**src/rtl/bcd_stopwatch_ctrl_if.sv**
```systemverilog
// bcd_stopwatch_ctrl_if: command and display bundle for the BCD stopwatch controller
//   i_start/i_stop/i_clear/i_lap : one-cycle command pulses
//   i_target                     : packed BCD alarm value, 0 disables the alarm
//   o_cnt/o_lap                  : running count and last captured lap, packed BCD
//   o_running/o_done             : registered state decodes
//   o_ovf/o_tick                 : one-cycle event pulses
interface bcd_stopwatch_ctrl_if #(
    parameter int NUM_DIGITS = 4
);
    logic                      i_start;
    logic                      i_stop;
    logic                      i_clear;
    logic                      i_lap;
    logic [4*NUM_DIGITS-1:0]   i_target;
    logic [4*NUM_DIGITS-1:0]   o_cnt;
    logic [4*NUM_DIGITS-1:0]   o_lap;
    logic                      o_running;
    logic                      o_done;
    logic                      o_ovf;
    logic                      o_tick;
    modport master (
        output i_start, i_stop, i_clear, i_lap, i_target,
        input  o_cnt, o_lap, o_running, o_done, o_ovf, o_tick
    );
    modport slave (
        input  i_start, i_stop, i_clear, i_lap, i_target,
        output o_cnt, o_lap, o_running, o_done, o_ovf, o_tick
    );
endinterface

```
**src/rtl/bcd_stopwatch_ctrl.sv**
```systemverilog
// bcd_stopwatch_ctrl: start/stop/lap BCD stopwatch with prescaler, overflow and target alarm
//   i_clk  : clock
//   i_sclr : synchronous active-high reset
//   bus    : bcd_stopwatch_ctrl_if slave (commands, target, count/lap/status outputs)
module bcd_stopwatch_ctrl #(
    parameter int NUM_DIGITS = 4,
    parameter int TICK_DIV   = 1000,
    parameter int DIV_WIDTH  = 10
) (
    input  logic                  i_clk,
    input  logic                  i_sclr,
    bcd_stopwatch_ctrl_if.slave   bus
);
    typedef enum logic [1:0] {S_IDLE, S_RUN, S_PAUSE, S_DONE} state_t;
    state_t                  r_state;
    state_t                  w_next;
    logic [DIV_WIDTH-1:0]    r_pre;
    logic [DIV_WIDTH-1:0]    w_pre_nxt;
    logic [4*NUM_DIGITS-1:0] r_cnt;
    logic [4*NUM_DIGITS-1:0] r_lap;
    logic [4*NUM_DIGITS-1:0] w_cnt_nxt;
    logic                    r_running;
    logic                    r_done;
    logic                    r_ovf;
    logic                    r_tick;
    logic                    w_adv;
    logic                    w_wrap;
    logic                    w_carry;
    logic                    w_match;
    assign w_adv     = r_state == S_RUN && !bus.i_stop && !bus.i_clear;
    assign w_wrap    = w_adv && r_pre == DIV_WIDTH'(TICK_DIV - 1);
    assign w_pre_nxt = bus.i_clear ? '0 : w_wrap ? '0 : w_adv ? r_pre + DIV_WIDTH'(1) : r_pre;
    // Ripple carry: digit k advances only when every lower digit is 9; w_carry ends as the wrap flag.
    always_comb begin
        w_carry = w_wrap;
        w_cnt_nxt = r_cnt;
        for (int k = 0; k < NUM_DIGITS; k++) begin
            w_cnt_nxt[4*k+:4] = !w_carry ? r_cnt[4*k+:4] : r_cnt[4*k+:4] == 4'd9 ? 4'd0 : r_cnt[4*k+:4] + 4'd1;
            w_carry = w_carry && r_cnt[4*k+:4] == 4'd9;
        end
    end
    // Only evaluated on a tick, so a target already passed waits for the wrap; the post-wrap zero never matches.
    assign w_match = w_wrap && |bus.i_target && w_cnt_nxt == bus.i_target;
    always_comb begin
        w_next = r_state;
        case (r_state)
            S_IDLE:  w_next = bus.i_start ? S_RUN : S_IDLE;
            S_RUN:   w_next = bus.i_stop ? S_PAUSE : w_match ? S_DONE : S_RUN;
            S_PAUSE: w_next = bus.i_start ? S_RUN : S_PAUSE;
            default: w_next = S_DONE;
        endcase
        if (bus.i_clear) w_next = S_IDLE;
    end
    always_ff @(posedge i_clk) begin
        if (i_sclr) begin
            r_state   <= S_IDLE;
            r_pre     <= '0;
            r_cnt     <= '0;
            r_lap     <= '0;
            r_running <= 1'b0;
            r_done    <= 1'b0;
            r_ovf     <= 1'b0;
            r_tick    <= 1'b0;
        end else begin
            r_state   <= w_next;
            r_pre     <= w_pre_nxt;
            r_cnt     <= bus.i_clear ? '0 : w_cnt_nxt;
            r_lap     <= bus.i_clear ? '0 : bus.i_lap ? r_cnt : r_lap;
            r_running <= w_next == S_RUN;
            r_done    <= w_next == S_DONE;
            r_ovf     <= w_carry;
            r_tick    <= w_wrap;
        end
    end
    assign bus.o_cnt     = r_cnt;
    assign bus.o_lap     = r_lap;
    assign bus.o_running = r_running;
    assign bus.o_done    = r_done;
    assign bus.o_ovf     = r_ovf;
    assign bus.o_tick    = r_tick;
endmodule

```
**src/flat_wrapper.sv**
```systemverilog
// flat-port wrapper written by rule: the top's interface ports become plain ports
module bcd_stopwatch_ctrl_flat 
#(
    parameter int NUM_DIGITS = 4,
    parameter int TICK_DIV   = 1000,
    parameter int DIV_WIDTH  = 10
)
  (i_clk, i_sclr, bus_i_start, bus_i_stop, bus_i_clear, bus_i_lap, bus_i_target, bus_o_cnt, bus_o_lap, bus_o_running, bus_o_done, bus_o_ovf, bus_o_tick);
  bcd_stopwatch_ctrl_if #(.NUM_DIGITS(NUM_DIGITS)) bus_i ();
  input  logic i_clk;
  input  logic i_sclr;
  input wire logic [$bits(bus_i.i_start)-1:0] bus_i_start;
  input wire logic [$bits(bus_i.i_stop)-1:0] bus_i_stop;
  input wire logic [$bits(bus_i.i_clear)-1:0] bus_i_clear;
  input wire logic [$bits(bus_i.i_lap)-1:0] bus_i_lap;
  input wire logic [$bits(bus_i.i_target)-1:0] bus_i_target;
  output wire logic [$bits(bus_i.o_cnt)-1:0] bus_o_cnt;
  output wire logic [$bits(bus_i.o_lap)-1:0] bus_o_lap;
  output wire logic [$bits(bus_i.o_running)-1:0] bus_o_running;
  output wire logic [$bits(bus_i.o_done)-1:0] bus_o_done;
  output wire logic [$bits(bus_i.o_ovf)-1:0] bus_o_ovf;
  output wire logic [$bits(bus_i.o_tick)-1:0] bus_o_tick;
  assign bus_i.i_start = bus_i_start;
  assign bus_i.i_stop = bus_i_stop;
  assign bus_i.i_clear = bus_i_clear;
  assign bus_i.i_lap = bus_i_lap;
  assign bus_i.i_target = bus_i_target;
  assign bus_o_cnt = bus_i.o_cnt;
  assign bus_o_lap = bus_i.o_lap;
  assign bus_o_running = bus_i.o_running;
  assign bus_o_done = bus_i.o_done;
  assign bus_o_ovf = bus_i.o_ovf;
  assign bus_o_tick = bus_i.o_tick;
  bcd_stopwatch_ctrl #(.NUM_DIGITS(NUM_DIGITS), .TICK_DIV(TICK_DIV), .DIV_WIDTH(DIV_WIDTH)) u_core (.i_clk(i_clk), .i_sclr(i_sclr), .bus(bus_i));
endmodule
```
**config.mk**
```make
export PLATFORM = sky130hd
export DESIGN_NAME = bcd_stopwatch_ctrl_flat
export DESIGN_NICKNAME = d
export VERILOG_FILES = /design/src/rtl/bcd_stopwatch_ctrl_if.sv /design/src/rtl/bcd_stopwatch_ctrl.sv /design/src/flat_wrapper.sv
export SDC_FILE = /design/constraint.sdc
export NUM_CORES = 1
export LEC_CHECK = 0
export CAP_MARGIN = 20
export CORE_UTILIZATION = 56
export DETAILED_ROUTE_END_ITERATION = 8
export GPL_ROUTABILITY_DRIVEN = 0
export GPL_TIMING_DRIVEN = 1
export PLACE_DENSITY_LB_ADDON = 0.3
export RECOVER_POWER = 100
export SLEW_MARGIN = 20
export SYNTH_ARGS = -nofsm -noshare
export SYNTH_HDL_FRONTEND = slang
export SYNTH_SLANG_ARGS = --single-unit
```
**constraint.sdc**
```tcl
create_clock -name i_clk -period 4.8 [get_ports i_clk]
set_clock_uncertainty 0.2 [all_clocks]
set_input_delay 0.72 -clock i_clk [delete_from_list [all_inputs] [get_ports i_clk]]
set_output_delay 0.72 -clock i_clk [all_outputs]
set_load 0.05 [all_outputs]
```
# --- After elaboration in Yosys (flattened, before gate mapping) ---
# Cells that the tools add are included.
word_totals:
  ff_bits: 48
  in_bits: 22
  output_inout_bits: 36
  word_cells: 52
op_classes:
  add_sub_neg: 5
  n_eq_ne: 10
  n_mux: 14
  reduce_logical: 15
op_table:
  columns: ["cell", "n"]
  rows:
  - ["$mux 4", 8]
  - ["$add 4x1->4 const B", 4]
  - ["$eq 16x16->1", 1]
  - ["$eq 4x4->1 const B", 4]
  - ["$reduce_or 16->1", 1]
  - ["$add 10x1->10 const B", 1]
  - ["$eq 10x10->1 const B", 1]
  - ["$logic_and 1x1->1", 9]
  - ["$mux 2", 4]
  - ["$pmux 2 s3", 1]
  - ["$eq 2x1->1 const B", 2]
  - ["$eq 2x2->1 const B", 2]
  - ["$reduce_or 3->1", 1]
  - ["$logic_not 1->1", 2]
  - ["$logic_not 2->1", 1]
  - ["$reduce_or 2->1", 1]
  - ["$mux 1", 1]

# --- Logic depth before layout (Yosys ltp) ---
# Gate-level depths: netlist of the first run.
depth:
  depth_word: 15
  depth_mapped: 10
  depth_no_buf: 9

# --- Worst setup path before layout of the first run ---
# Ideal clock, no wire load.
synth_path:
  kind: "input port to flip-flop"
  startpoint: "input port bus_i_clear"
  endpoint: "register u_core.r_running, in the netlist u_core.bus.o_running"
  setup_ns: 0.115
  arrival_time_ns: 2.904
  required_time_ns: 4.485
  path_slack_ns: 1.581
  path_stages: 8
  n_path_buf: 0
  cell_sequence: "nor4b_4 > nand4_4 > o31a_1 > or4_1 > a31o_1 > a2111oi_4 > a21oi_2 > and2_1"
synth_between:
  elab_chain_len: 14
  word_cells_on_any_way: 18
  classes_between: "2 x eq/ne; 8 x mux; 8 x reduce/logical"
synth_rtl:
  columns: ["element", "line", "text"]
  rows:
  - ["start, declared", "flat_wrapper.sv:14", "input wire logic [$bits(bus_i.i_clear)-1:0] bus_i_clear;"]
  - ["$logic_not 1->1", "bcd_stopwatch_ctrl.sv:30", "assign w_adv = r_state == S_RUN && !bus.i_stop && !bus.i_clear;"]
  - ["$logic_and 1x1->1", "bcd_stopwatch_ctrl.sv:30", null]
  - ["$logic_and 1x1->1", "bcd_stopwatch_ctrl.sv:31", "assign w_wrap = w_adv && r_pre == DIV_WIDTH'(TICK_DIV - 1);"]
  - ["$logic_and 1x1->1 (3 in series)", "bcd_stopwatch_ctrl.sv:39", "w_carry = w_carry && r_cnt[4*k+:4] == 4'd9;"]
  - ["$mux 4", "bcd_stopwatch_ctrl.sv:38", "w_cnt_nxt[4*k+:4] = !w_carry ? r_cnt[4*k+:4] : r_cnt[4*k+:4] == 4'd9 ? 4'd0 : r_cnt[4*k+:4] + 4'd1;"]
  - ["$eq 16x16->1", "bcd_stopwatch_ctrl.sv:43", "assign w_match = w_wrap && |bus.i_target && w_cnt_nxt == bus.i_target;"]
  - ["$logic_and 1x1->1", "bcd_stopwatch_ctrl.sv:43", null]
  - ["$mux 2 (2 in series)", "bcd_stopwatch_ctrl.sv:48", "S_RUN: w_next = bus.i_stop ? S_PAUSE : w_match ? S_DONE : S_RUN;"]
  - ["$pmux 2 s3", "bcd_stopwatch_ctrl.sv:46", "case (r_state)"]
  - ["$mux 2 *", "bcd_stopwatch_ctrl.sv:52", "if (bus.i_clear) w_next = S_IDLE;"]
  - ["$eq 2x1->1 *", "bcd_stopwatch_ctrl.sv:69", "r_running <= w_next == S_RUN;"]
  - ["end signal, assigned", "bcd_stopwatch_ctrl.sv:60", "r_running <= 1'b0;"]
  - ["end signal, assigned", "bcd_stopwatch_ctrl.sv:69", null]
  - ["end, declared", "bcd_stopwatch_ctrl.sv:22", "logic r_running;"]
# Every way passes the cells marked *; elsewhere a longest branch is shown, timed or not.
# A chain may end at the register's enable or synchronous reset.

# --- Final worst setup path of the first run ---
# Same ends and word-level chain as after synthesis.

==> results.cfg, run 1 <==
[sta]
period_minus_slack_ns = 4.27
setup_viol_count_final = 0
timing.final.max_slew_violations = 0
max_freq_mhz = 234
timing.final.ws_setup_ns = 0.531
worstMarginPinSlew_ns = 0.962
rsz0062_at_grt = false
finalHoldViolations = 0
timing.slew.headroom_pct = 35.6
period_share_pct = 88.9
setup-tns-final_ns = 0

[global_routing]
globalRouteTotalUtil_pct = 28.2
via_count_of_the_first_global_routing_pass = 2502
gr-total-overflow = 0
pin_count_of_the_biggest_net_entering_global_routing = 37
number_of_antenna_violations_at_the_first_check_in_global_routing = 0
wire_length_of_the_first_global_routing_pass_mm = 11.8

[power_and_ir_drop]
internal_uw = 544
clock_power_share_pct = 34.8
net-switching-power_uw = 164
seqPwrFrac_pct = 56.4
irDropWorstVdd_v = 0.000166
swShare_pct = 23.2
p_leak_uw = 0.00120
comb_power_share_pct = 8.8
power_density_nw_per_um2 = 205

[critical_path]
worst-path-buf-inv = 1
crit_path_end_kind = register
slowest_delay_ns = 0.65
timing.critical_path.slowest_stage_cell = sky130_fd_sc_hd__nor4b_1
setup.worst_path.class = in -> reg
worst-endpoint-required_ns = 4.80
crit_path_max_fanout = 5
cell_family_with_most_cp_delay = simple AND/OR/NAND/NOR gates
crit_chain = dlygate4sd3_1, or4b_1, nor4_1, nand4_1, a21oi_1, xnor2_1, nor4b_1, a21oi_2, and2_1
crit_path_start_kind = input pin
cp_data_arrival_time_ns = 4.27

[drt]
wl_per_cell_um = 15.8
ant_nets = 0
vias_per_cell = 6.17
drt_first_pass_iters = 7
totalWireLength_mm = 7.13
drc = 0
drt_iter0_markers = 277
via_count = 2781

[yosys]
synth-edff-count = 0
yosys_most_used_dff = sky130_fd_sc_hd__dfxtp_1
syn_area_um2 = 2840
yosys-top-cells-area = sky130_fd_sc_hd__dfxtp_1 (34%), sky130_fd_sc_hd__nor2_1 (6.6%), sky130_fd_sc_hd__xnor2_1 (6.2%)
postSynthNetCount = 363
synth_largest_area_cell = sky130_fd_sc_hd__dfxtp_1
synth.lib_cells_used.distinct = 60
synth_warnings = 0
ys_ff_latch = 48
synth_top_cell_area_share_pct = 33.9
netlist_instances = 340
asyncSetResetFlopFracSynth_pct = 0
synth.avg_cell_area_um2 = 8.34
share_of_synthesized_area_occupied_by_flip_flops_and_latches_pct = 33.9

[clocking]
clock_tree_buf_depth = 2
cts_tree = done
numCtsBuffers = 5
ctsResizeCount = 0
hold_buffers = 0
cts.reportedPaths.clkPinSlew_ns = 0.08
post_cts_buffers = 0
clock-sinks = 48
clock-root-buffer = sky130_fd_sc_hd__clkbuf_8
clock_latency_on_the_worst_skew_pair_ns = 0.30
cts.htree.levels = 2

[job]
max-cap-violations = 0

[die]
core_region_area_um2 = 4790
die_height_um = 73.2
die_area_um2 = 5350
dieWidth_um = 73.2
initial_core_util_pct = 59.2
top_level_ports = 58
row_count = 25

[placed_design]
place.detailed.hpwl_mm = 5.26
place_worst_setup_slack_ns = 0.644
io_buffers = 57

[min_path]
worst_hold_path_type = reg -> reg

[cells_and_area]
num-nets-final = 406
num-fill-cells = 381
area_growth_pct = 21.5
drive_above_1_share_pct = 4.43
num_antenna_cells = 0

[run_status]
outcome = finished clean
-- path summary, 6_finish.rpt --
| kind | depth (start not counted) | endpoint | slack, ns | from |
|---|---|---|---|---|
| max | 9 | u_core.bus.o_running | 0.53 | bus_i_clear |
| min | 2 | u_core.r_pre[1] | 0.28 | u_core.r_pre[1] |
| max reg2reg | 8 | u_core.bus.o_running | 1.22 | u_core.r_state[0] |
| min reg2reg | 2 | u_core.r_pre[1] | 0.28 | u_core.r_pre[1] |
-- worst register-to-register path, stage by stage (launching register included) --
cell and delay, ns:
sky130_fd_sc_hd__dfxtp_1 0.41, sky130_fd_sc_hd__nor4b_4 0.56, sky130_fd_sc_hd__nand4_1 0.39, sky130_fd_sc_hd__or4_1 0.60
sky130_fd_sc_hd__nor4_1 0.26, sky130_fd_sc_hd__o2111ai_1 0.14, sky130_fd_sc_hd__nor4b_1 0.61, sky130_fd_sc_hd__a21oi_2 0.13
sky130_fd_sc_hd__and2_1 0.17
-- power by group through the flow --
stage / registers (uW) / logic (uW) / clock network, uW
3_5_place_dp: 409 / 62.2 / 0
3_3_place_gp: 409 / 62.1 / 0
5_1_grt: 400 / 66.4 / 265
6_report: 400 / 62.3 / 246
4_1_cts: 400 / 62.6 / 253
2_1_floorplan: 410 / 29.2 / 0
-- layer usage --
metal | GRT usage (%) | routed length, um | vias to the layer above
met4 | 7.41 | 123 | 0
met1 | 37.7 | 3100 | 1297
met5 | 0 | 0 | -
met2 | 46.0 | 3290 | 155
li1 | - | - | 1309
met3 | 5.80 | 617 | 20
-- through the flow --
step           area (um2)  hold slack (ns)  utilization [%]  total power [uW]  std cells
3_5_place_dp         3400            0.276             71.0               471        443
6_report             3450            0.284             72.0               708        451
3_3_place_gp         3400            0.260             71.0               471        443
4_1_cts              3490            0.289             72.9               715        451
5_1_grt              3450            0.311             72.0               731        451
2_1_floorplan        2840            0.254                -               440        340
-- flip-flops by register name, summed over array words and instances, names as in the netlist --
signal / count
u_core.bus.o_cnt: 16
u_core.bus.o_lap: 16
u_core.r_pre: 10
u_core.r_state: 2
u_core.bus.o_done: 1
u_core.bus.o_ovf: 1
u_core.bus.o_running: 1
u_core.bus.o_tick: 1
-- cell families (layout without fill, tap and decap cells) --
kind of cell,after synthesis,in the layout,synth area share [%]
adder cells (fa/ha/maj),1,1,0.441
XOR/XNOR,29,29,8.96
flip-flops,48,48,33.9
AND/OR/NAND/NOR,157,157,31.7
AO/OA/AOI/OAI,54,54,13.8
buffers and inverters,33,77,4.81
multiplexers,18,18,6.40
-- Yosys cell counts (3+ instances only) --
cell	instances
sky130_fd_sc_hd__nor2_1	50
sky130_fd_sc_hd__dfxtp_1	48
sky130_fd_sc_hd__nand2_1	24
sky130_fd_sc_hd__xnor2_1	20
sky130_fd_sc_hd__mux2i_1	17
sky130_fd_sc_hd__clkbuf_1	16
sky130_fd_sc_hd__a21oi_1	12
sky130_fd_sc_hd__inv_1	12
sky130_fd_sc_hd__nand4_1	11
sky130_fd_sc_hd__nor4_1	10
sky130_fd_sc_hd__o21ai_0	9
sky130_fd_sc_hd__xor2_1	9
sky130_fd_sc_hd__nand2b_1	8
sky130_fd_sc_hd__a31oi_1	7
sky130_fd_sc_hd__and2_1	7
sky130_fd_sc_hd__nand3_1	7
sky130_fd_sc_hd__nor2b_1	5
sky130_fd_sc_hd__a311oi_1	4
sky130_fd_sc_hd__and4_1	4
sky130_fd_sc_hd__or3_1	4
sky130_fd_sc_hd__or4_1	4
sky130_fd_sc_hd__nand4b_1	3
sky130_fd_sc_hd__nor3b_1	3
-- layout by cell type (no fill, tap or decap), types with 2 or more instances in the layout --
| cell | count |
|---|---|
| sky130_fd_sc_hd__and2_1 | 7 |
| sky130_fd_sc_hd__nor3_1 | 2 |
| sky130_fd_sc_hd__nor3b_1 | 3 |
| sky130_fd_sc_hd__or3_1 | 4 |
| sky130_fd_sc_hd__or2_2 | 2 |
| sky130_fd_sc_hd__nor2_1 | 50 |
| sky130_fd_sc_hd__a31o_2 | 2 |
| sky130_fd_sc_hd__nand3_1 | 8 |
| sky130_fd_sc_hd__nor4b_1 | 3 |
| sky130_fd_sc_hd__xnor2_1 | 20 |
| sky130_fd_sc_hd__nand2_1 | 24 |
| sky130_fd_sc_hd__mux2i_1 | 17 |
| sky130_fd_sc_hd__a21oi_1 | 12 |
| sky130_fd_sc_hd__nand2b_1 | 8 |
| sky130_fd_sc_hd__and4_1 | 4 |
| sky130_fd_sc_hd__clkinv_2 | 2 |
| sky130_fd_sc_hd__o21ai_0 | 9 |
| sky130_fd_sc_hd__nor2b_1 | 5 |
| sky130_fd_sc_hd__clkbuf_8 | 6 |
| sky130_fd_sc_hd__nand4_1 | 12 |
| sky130_fd_sc_hd__and4b_1 | 2 |
| sky130_fd_sc_hd__or4_1 | 4 |
| sky130_fd_sc_hd__o31ai_1 | 2 |
| sky130_fd_sc_hd__o41ai_1 | 2 |
| sky130_fd_sc_hd__dfxtp_1 | 48 |
| sky130_fd_sc_hd__o2bb2ai_1 | 2 |
| sky130_fd_sc_hd__nor4_1 | 11 |
| sky130_fd_sc_hd__clkdlybuf4s50_1 | 19 |
| sky130_fd_sc_hd__nand4b_1 | 3 |
| sky130_fd_sc_hd__a311oi_1 | 4 |
| sky130_fd_sc_hd__dlygate4sd3_1 | 38 |
| sky130_fd_sc_hd__xor2_1 | 9 |
| sky130_fd_sc_hd__a31oi_1 | 7 |
| sky130_fd_sc_hd__inv_1 | 12 |
-- cell type report --
class	instances	area, um2	share of cell area (%)
Multi-Input combinational cell	259	1690	49.1
Inverter	12	45.0	1.31
Clock buffer	6	82.6	2.40
Clock inverter	2	10.0	0.290
Timing Repair Buffer	57	571	16.6
Tap cell	67	83.8	2.43
Sequential cell	48	961	27.9
No activity file was read; power rests on OpenSTA's default activity.
==> run 2: changes to the inputs <==
MAX_ROUTING_LAYER = met4   (was unset)
==> run 2 against run 1 <==
Final area stayed put. Final cell count unchanged. Worst hold slack improved by 0.0047 ns. Via count fell by 0.18%. Register-to-register slack hardly changed. Sequential share of layout area is the same. Combinational power hardly changed. Sequential power hardly changed. Clock-buffer cell count unchanged. Die area did not move. Worst setup slack gained 0.022 ns. Utilization did not move. Largest power group unchanged. Highest routed layer unchanged.
==> results.cfg, run 2 (synthesis gave the netlist of run 1 again) <==
[power_and_ir_drop]
fin_total_pwr_uw = 708
internal_uw = 544
irDropWorstVdd_v = 0.000166
net-switching-power_uw = 165
swShare_pct = 23.3
power_density_nw_per_um2 = 206
comb_power_share_pct = 8.8
seqPwrFrac_pct = 56.4
p_leak_uw = 0.00120
clock_power_share_pct = 34.8

[cells_and_area]
num-nets-final = 406
num-fill-cells = 381
area_growth_pct = 21.5
mostFrequentLayoutCells = sky130_fd_sc_hd__nor2_1 (50), sky130_fd_sc_hd__dfxtp_1 (48), sky130_fd_sc_hd__dlygate4sd3_1 (38), sky130_fd_sc_hd__nand2_1 (24), sky130_fd_sc_hd__xnor2_1 (20)
mostFrequentLayoutCell = sky130_fd_sc_hd__nor2_1
layoutNonFillerInstCount = 451
num_antenna_cells = 0
drive_above_1_share_pct = 4.43
post-route-util_pct = 72.0

[critical_path]
crit_path_max_fanout = 10
setup.worst_path.class = in -> reg
crit_path_end_kind = register
r2r_slack_ns = 1.22
worst-endpoint-required_ns = 4.80
worstReg2RegEnd = u_core.bus.o_running
reg2reg_from = u_core.r_state[0]
cp_data_arrival_time_ns = 4.25
crit_path_start_kind = input pin
reg2regPathDepth = 8

[sta]
worstMarginPinSlew_ns = 0.977
period_share_pct = 88.5
finalHoldViolations = 0
max_freq_mhz = 235
rsz0062_at_grt = false
timing.final.max_slew_violations = 0
setup-tns-final_ns = 0
hold_ws_ns = 0.289
timing.slew.headroom_pct = 34.7
period_minus_slack_ns = 4.25
setup_viol_count_final = 0

[die]
die_height_um = 73.2
die_area_um2 = 5350
top_level_ports = 58
row_count = 25
dieWidth_um = 73.2
core_region_area_um2 = 4790
initial_core_util_pct = 59.2

[clocking]
hold_buffers = 0
cts.htree.levels = 2
clock_latency_on_the_worst_skew_pair_ns = 0.30
numCtsBuffers = 5
clock-sinks = 48
clock-root-buffer = sky130_fd_sc_hd__clkbuf_8
clock_tree_buf_depth = 2
ctsResizeCount = 0
cts_tree = done
post_cts_buffers = 0
cts.reportedPaths.clkPinSlew_ns = 0.09

[min_path]
hold-path-endpoint = u_core.r_pre[1]
hp_start = u_core.r_pre[1]
worst_hold_path_type = reg -> reg
min_delay_path_depth = 2

[run_status]
outcome = finished clean

[drt]
detail_route.wirelength.met1_mm = 3.14
drt_iter0_markers = 245
via_count = 2776
routed-wl-met2_mm = 3.27
totalWireLength_mm = 7.14
maxUsedRoutingLayer = met4
drt_first_pass_iters = 6
vias_per_cell = 6.16
drc = 0
met3_length_um = 613
wl_per_cell_um = 15.8
ant_nets = 0

[global_routing]
globalRouteTotalUtil_pct = 28.9
pin_count_of_the_biggest_net_entering_global_routing = 37
gr-total-overflow = 0
number_of_antenna_violations_at_the_first_check_in_global_routing = 0
wire_length_of_the_first_global_routing_pass_mm = 11.8
via_count_of_the_first_global_routing_pass = 2506

[placed_design]
dp.cells = 443
place.detailed.hpwl_mm = 5.26
io_buffers = 57

[job]
max-cap-violations = 0
[run 2: final cells by class]
type                       count  area (um2)  area share [%]
clock buffer                   6        82.6            2.40
clock inverter                 2        10.0           0.290
inverter                      12        45.0            1.31
multi-input combinational    259        1690            49.1
sequential                    48         961            27.9
tap                           67        83.8            2.43
timing repair buffer          57         571            16.6
[run 2: power groups by stage]
stage | Sequential [uW] | Clock (uW) | Combinational [uW]
2_1_floorplan | 410 | 0 | 29.2
3_3_place_gp | 409 | 0 | 62.1
3_5_place_dp | 409 | 0 | 62.2
4_1_cts | 400 | 253 | 62.6
5_1_grt | 400 | 264 | 66.3
6_report | 400 | 247 | 62.2
[run 2: routing by layer]
metal,vias up,GRT usage (%)
met5,-,-
met1,1307,37.5
met4,0,6.75
li1,1307,-
met2,143,46.3
met3,19,5.66
[run 2: worst max-delay path by stage]
stage | start | endpoint | slack (ns) | depth (start not counted)
after floorplan | bus_i_clear | u_core.bus.o_running | 1.58 | 8
after global placement | bus_i_clear | u_core.bus.o_running | 0.74 | 9
after detailed placement | bus_i_clear | u_core.bus.o_running | 0.64 | 9
after CTS | bus_i_clear | u_core.bus.o_running | 1.0 | 9
after global routing | bus_i_clear | u_core.bus.o_running | 0.38 | 9
final | bus_i_clear | u_core.bus.o_running | 0.55 | 9
[run 2: stage by stage]
stage	setup slack [ns]	instance area, um2
after floorplan	1.58	2840
after global placement	0.736	3400
after detailed placement	0.644	3400
after CTS	0.996	3490
after global routing	0.376	3450
final	0.553	3450
[run 2: critical path: stages]
cell and delay [ns]:
sky130_fd_sc_hd__dlygate4sd3_1 0.61, sky130_fd_sc_hd__nor4b_4 0.62, sky130_fd_sc_hd__nand4_1 0.38, sky130_fd_sc_hd__or4_1 0.60, sky130_fd_sc_hd__nor4_1 0.27, sky130_fd_sc_hd__o2111ai_1 0.15
sky130_fd_sc_hd__nor4b_1 0.60, sky130_fd_sc_hd__a21oi_2 0.13, sky130_fd_sc_hd__and2_1 0.17
==> run 3: changes to the inputs <==
PLACE_DENSITY = 0.9   (was unset)
PLACE_DENSITY_LB_ADDON = unset   (was 0.3)
==> run 3 against run 2 <==
Critical path depth unchanged. Via count down 0.94%. Sequential power about the same. Final cell count unchanged. Sequential cell count unchanged. Highest routed layer unchanged.
==> results.cfg, run 3 (synthesis gave the netlist of run 1 again) <==
[power_and_ir_drop]
net-switching-power_uw = 160
clock_power_share_pct = 34.6
swShare_pct = 22.6
seqPwrFrac_pct = 56.6
comb_power_share_pct = 8.9
power_density_nw_per_um2 = 205
internal_uw = 546
p_leak_uw = 0.00120
irDropWorstVdd_v = 0.000155

[cells_and_area]
mostFrequentLayoutCells = sky130_fd_sc_hd__nor2_1 (50), sky130_fd_sc_hd__dfxtp_1 (48), sky130_fd_sc_hd__dlygate4sd3_1 (38), sky130_fd_sc_hd__nand2_1 (24), sky130_fd_sc_hd__xnor2_1 (20)
postLayoutCellArea_um2 = 3450
area_growth_pct = 21.7
num_antenna_cells = 0
mostFrequentLayoutCell = sky130_fd_sc_hd__nor2_1
drive_above_1_share_pct = 4.17
num-nets-final = 406

[sta]
period_minus_slack_ns = 4.09
rsz0062_at_grt = false
setup_viol_count_final = 0
period_share_pct = 85.2
hold_ws_ns = 0.286
max_freq_mhz = 245
timing.final.max_slew_violations = 0
timing.slew.headroom_pct = 35.7
worstMarginPinSlew_ns = 0.961
setup-tns-final_ns = 0
finalHoldViolations = 0

[clocking]
clock-root-buffer = sky130_fd_sc_hd__clkbuf_8
clock_latency_on_the_worst_skew_pair_ns = 0.29
post_cts_buffers = 0
ctsResizeCount = 0
cts.htree.levels = 2
numCtsBuffers = 5
clock_tree_buf_depth = 2
cts.reportedPaths.clkPinSlew_ns = 0.08
clock-sinks = 48
cts_tree = done
hold_buffers = 0

[min_path]
min_delay_path_depth = 2
hold-path-endpoint = u_core.r_pre[1]
worst_hold_path_type = reg -> reg
hp_start = u_core.r_pre[1]

[die]
core_region_area_um2 = 4790
dieWidth_um = 73.2
initial_core_util_pct = 59.2
row_count = 25
die_area_um2 = 5350
top_level_ports = 58
die_height_um = 73.2

[drt]
ant_nets = 0
wl_per_cell_um = 15.9
drc = 0
totalWireLength_mm = 7.18
via_count = 2750
vias_per_cell = 6.10
drt_first_pass_iters = 5
drt_iter0_markers = 246

[global_routing]
pin_count_of_the_biggest_net_entering_global_routing = 37
globalRouteTotalUtil_pct = 29.0
via_count_of_the_first_global_routing_pass = 2504
wire_length_of_the_first_global_routing_pass_mm = 11.7
gr-total-overflow = 0
number_of_antenna_violations_at_the_first_check_in_global_routing = 0

[critical_path]
setup.worst_path.class = in -> reg
reg2regPathDepth = 8
worstReg2RegEnd = u_core.bus.o_running
crit_path_max_fanout = 10
crit_path_start_kind = input pin
crit_path_end_kind = register
r2r_slack_ns = 1.39
reg2reg_from = u_core.bus.o_cnt[2]
cp_data_arrival_time_ns = 4.08
worst-endpoint-required_ns = 4.79

[placed_design]
placedInstanceArea_um2 = 3400
io_buffers = 57
place.detailed.hpwl_mm = 5.28

[run_status]
outcome = finished clean

[job]
max-cap-violations = 0
-- run 3: cell types whose count changed in the layout (fill, tap and decap cells not counted), sizes merged --
cell / delta
clkbuf: +2
clkinv: -2
-- run 3: worst max-delay path: stages --
cell	delay (ns)
sky130_fd_sc_hd__dlygate4sd3_1	0.61
sky130_fd_sc_hd__nor4b_4	0.57
sky130_fd_sc_hd__nand4_1	0.42
sky130_fd_sc_hd__or4_1	0.62
sky130_fd_sc_hd__nor4_1	0.26
sky130_fd_sc_hd__o2111ai_1	0.18
sky130_fd_sc_hd__nor4b_2	0.43
sky130_fd_sc_hd__a21oi_2	0.11
sky130_fd_sc_hd__and2_1	0.16
-- run 3: final cells by class --
cell class	count	area, um2
Timing Repair Buffer	57	571
Tap cell	67	83.8
Inverter	12	45.0
Sequential cell	48	961
Multi-Input combinational cell	259	1700
Clock buffer	8	90.1
Fill cell	379	1340
-- run 3: worst max-delay path by stage --
stage                startpoint              endpoint  cells past startpoint  slack, ns
global route        bus_i_clear  u_core.bus.o_running                      9       0.44
floorplan           bus_i_clear  u_core.bus.o_running                      8       1.58
detailed placement  bus_i_clear  u_core.bus.o_running                      9       0.64
CTS                 bus_i_clear  u_core.bus.o_running                      9       0.90
global placement    bus_i_clear  u_core.bus.o_running                      9       0.82
finish              bus_i_clear  u_core.bus.o_running                      9       0.71
-- run 3: layer usage --
metal | track usage (%) | vias up | share of wire [%]
met4 | 9.15 | 0 | 2.5
met5 | - | - | 0
met1 | 37.5 | 1283 | 45
met3 | 4.70 | 28 | 6.9
li1 | - | 1308 | -
met2 | 46.2 | 131 | 46
-- run 3: power groups by stage --
| stage | Combinational (uW) | Sequential (uW) | Clock (uW) |
|---|---|---|---|
| floorplan | 29.2 | 410 | 0 |
| global placement | 61.6 | 409 | 0 |
| detailed placement | 62.2 | 409 | 0 |
| CTS | 62.6 | 400 | 250 |
| global route | 66.0 | 400 | 266 |
| finish | 62.5 | 400 | 244 |
-- run 3: per-stage QoR --
stage | power (uW) | utilization, % | instances | setup slack (ns)
finish | 706 | 72.1 | 451 | 0.710
global route | 732 | 72.1 | 451 | 0.442
CTS | 712 | 72.9 | 451 | 0.896
detailed placement | 471 | 71.0 | 443 | 0.638
global placement | 471 | 71.0 | 443 | 0.821
floorplan | 440 | - | 340 | 1.58
==> RTL change (config.mk and constraints of run 2) <==
The 4 states of `state_t` get a Gray code encoding in 2 bits.
--- a/src/rtl/bcd_stopwatch_ctrl.sv
+++ b/src/rtl/bcd_stopwatch_ctrl.sv
@@ -13,3 +13,3 @@
 );
-    typedef enum logic [1:0] {S_IDLE, S_RUN, S_PAUSE, S_DONE} state_t;
+    typedef enum logic [1:0] {S_IDLE = 2'b00, S_RUN = 2'b01, S_PAUSE = 2'b11, S_DONE = 2'b10} state_t;
     state_t                  r_state;
Formal check against the unedited RTL: no difference found for any inputs over 10 cycles, from zero or initial values; not proved beyond that.
==> RTL change against run 2 <==
Total power rose by 9.5%. Sequential share of layout area fell by 1.0 points. Routed wire length rose by 7.5%. Maximum frequency rose by 2.6%. Global-route usage rose by 0.49 points. Count of clock-buffer cells in the layout did not move. Highest routed layer unchanged. Worst setup slack improved by 0.11 ns. Final area rose by 3.8%. Sequential cell count did not move. Area after synthesis rose by 3.8%. Sequential power barely moved.
==> RTL change: results (changes against run 2) <==
stage,metric,value,unit,change
clock_tree,cts-resized-gates,0,,unchanged
placement,dp_hpwl,5442,um,was 5264 um
global_route,grt_pass1_vias,2484,,"was 2,506"
power,ir_drop,235.7,uV,was 166.5 uV
critical_path,crit_start,bus_i_clear,,unchanged
detailed_routing,first_pass_iters,5,,was 6
synth,syn_nets,371,,was 363
global_route,grt_usage,0.2938,,was 0.2888
synth,synth_fa_ha_area_frac,0.004252,,was 0.004413
global_route,grt_max_degree,37,,unchanged
critical_path,r2r-start,u_core.r_state[0]$_SDFF_PP0_,,unchanged
detailed_routing,via_per_inst,6.123,,was 6.155
outcome,outcome,finished clean,,unchanged
hold_path,min_path_type,reg -> reg,,unchanged
synth,yosys-top-cells-count,"52 x nor2_1, 48 x dfxtp_1, 23 x mux2i_1",,"was 50 x nor2_1, 48 x dfxtp_1, 24 x nand2_1"
clock_tree,cts.path.max_buffers,2,,unchanged
detailed_routing,drtIter0Drc,290,,was 245
clock_tree,cts_root_buf,clkbuf_8,,unchanged
hold_path,min_from,u_core.bus.o_lap[12]$_SDFFE_PP0P_,,was u_core.r_pre[1]$_SDFFE_PP0P_
global_route,antenna_found_initial,0,,unchanged
synth,synth-main-ff-cell,dfxtp_1,,unchanged
finish,diodes,0,,unchanged
synth,synth-seq-area-share,0.3265,,was 0.3389
synth,ys_types,68,,was 60
critical_path,slowest_delay,0.58,ns,was 0.62 ns
critical_path,arrival,4.14,ns,was 4.25 ns
finish,drive_gt1_frac,0.05330,,was 0.04427
clock_tree,cts-buffers-inserted,5,,unchanged
critical_path,r2r_cells,9,,was 8
sta,tightest_slew,0.9540,ns,was 0.9765 ns
critical_path,rrSetupSlack,1.10,ns,was 1.22 ns
placement,portBuffers,57,,unchanged
critical_path,slowest_stage,a2111oi_0,,was nor4b_4
power,leakage,1.323,nW,was 1.202 nW
hold_path,whs_endpoint,u_core.bus.o_lap[12]$_SDFFE_PP0P_,,was u_core.r_pre[1]$_SDFFE_PP0P_
critical_path,worst-path-max-fanout,14,,was 10
critical_path,path_delay_family,simple AND/OR/NAND/NOR gates,,unchanged
synth,ys_top_cells_by_area,"dfxtp_1 33%, mux2i_1 7.8%, nor2_1 6.6%",,"was dfxtp_1 34%, nor2_1 6.6%, xnor2_1 6.2%"
critical_path,endpoint,u_core.bus.o_running$_SDFF_PP0_,,unchanged
synth,synthXorXnorAreaFrac,0.08036,,was 0.08959
synth,synth-compound-area-share,0.1263,,was 0.1377
global_route,grt_first_pass_wirelength,12060,um,"was 11,790 um"
power,clkPwrFrac,0.403,,was 0.348
power,p_sw_frac,0.2265,,was 0.2325
synth,yosys-mux-area-fraction,0.08206,,was 0.06399
clock_tree,postCtsSetupBuffers,0,,unchanged
power,pwr-share-comb,0.082,,was 0.088
detailed_routing,finalWirelength,7678,um,was 7141 um
finish,fin_nets,416,,was 406
hold_path,hold_depth,2,,unchanged
[RTL change: metal layers]
metal,GRT usage,up-vias,part of all wire
li1,-,1348,-
met1,0.4027,1328,0.45
met2,0.4454,148,0.45
met3,0.05285,17,0.084
met4,0.07547,0,0.021
met5,-,-,0
[RTL change: area by class of cell]
| cell class | instances | area [um2] |
|---|---|---|
| inverter | 5 | 18.77 |
| clock buffer | 6 | 82.58 |
| fill | 426 | 1498 |
| multi-input combinational | 274 | 1810 |
| timing repair buffer | 59 | 578.1 |
| tap | 70 | 87.58 |
| sequential | 48 | 960.9 |
| clock inverter | 2 | 38.79 |
[RTL change: metrics by stage]
stage	area [um2]	power (mW)	hold slack [ns]	setup slack, ns	instances
after floorplan	2943	0.4418	0.2669	1.491	348
after global placement	3487	0.4729	0.2745	0.8496	456
after detailed placement	3487	0.4734	0.2841	0.7545	456
after CTS	3608	0.7830	0.3093	1.061	464
after global routing	3577	0.8034	0.3340	0.4741	464
final	3577	0.7758	0.2973	0.6607	464
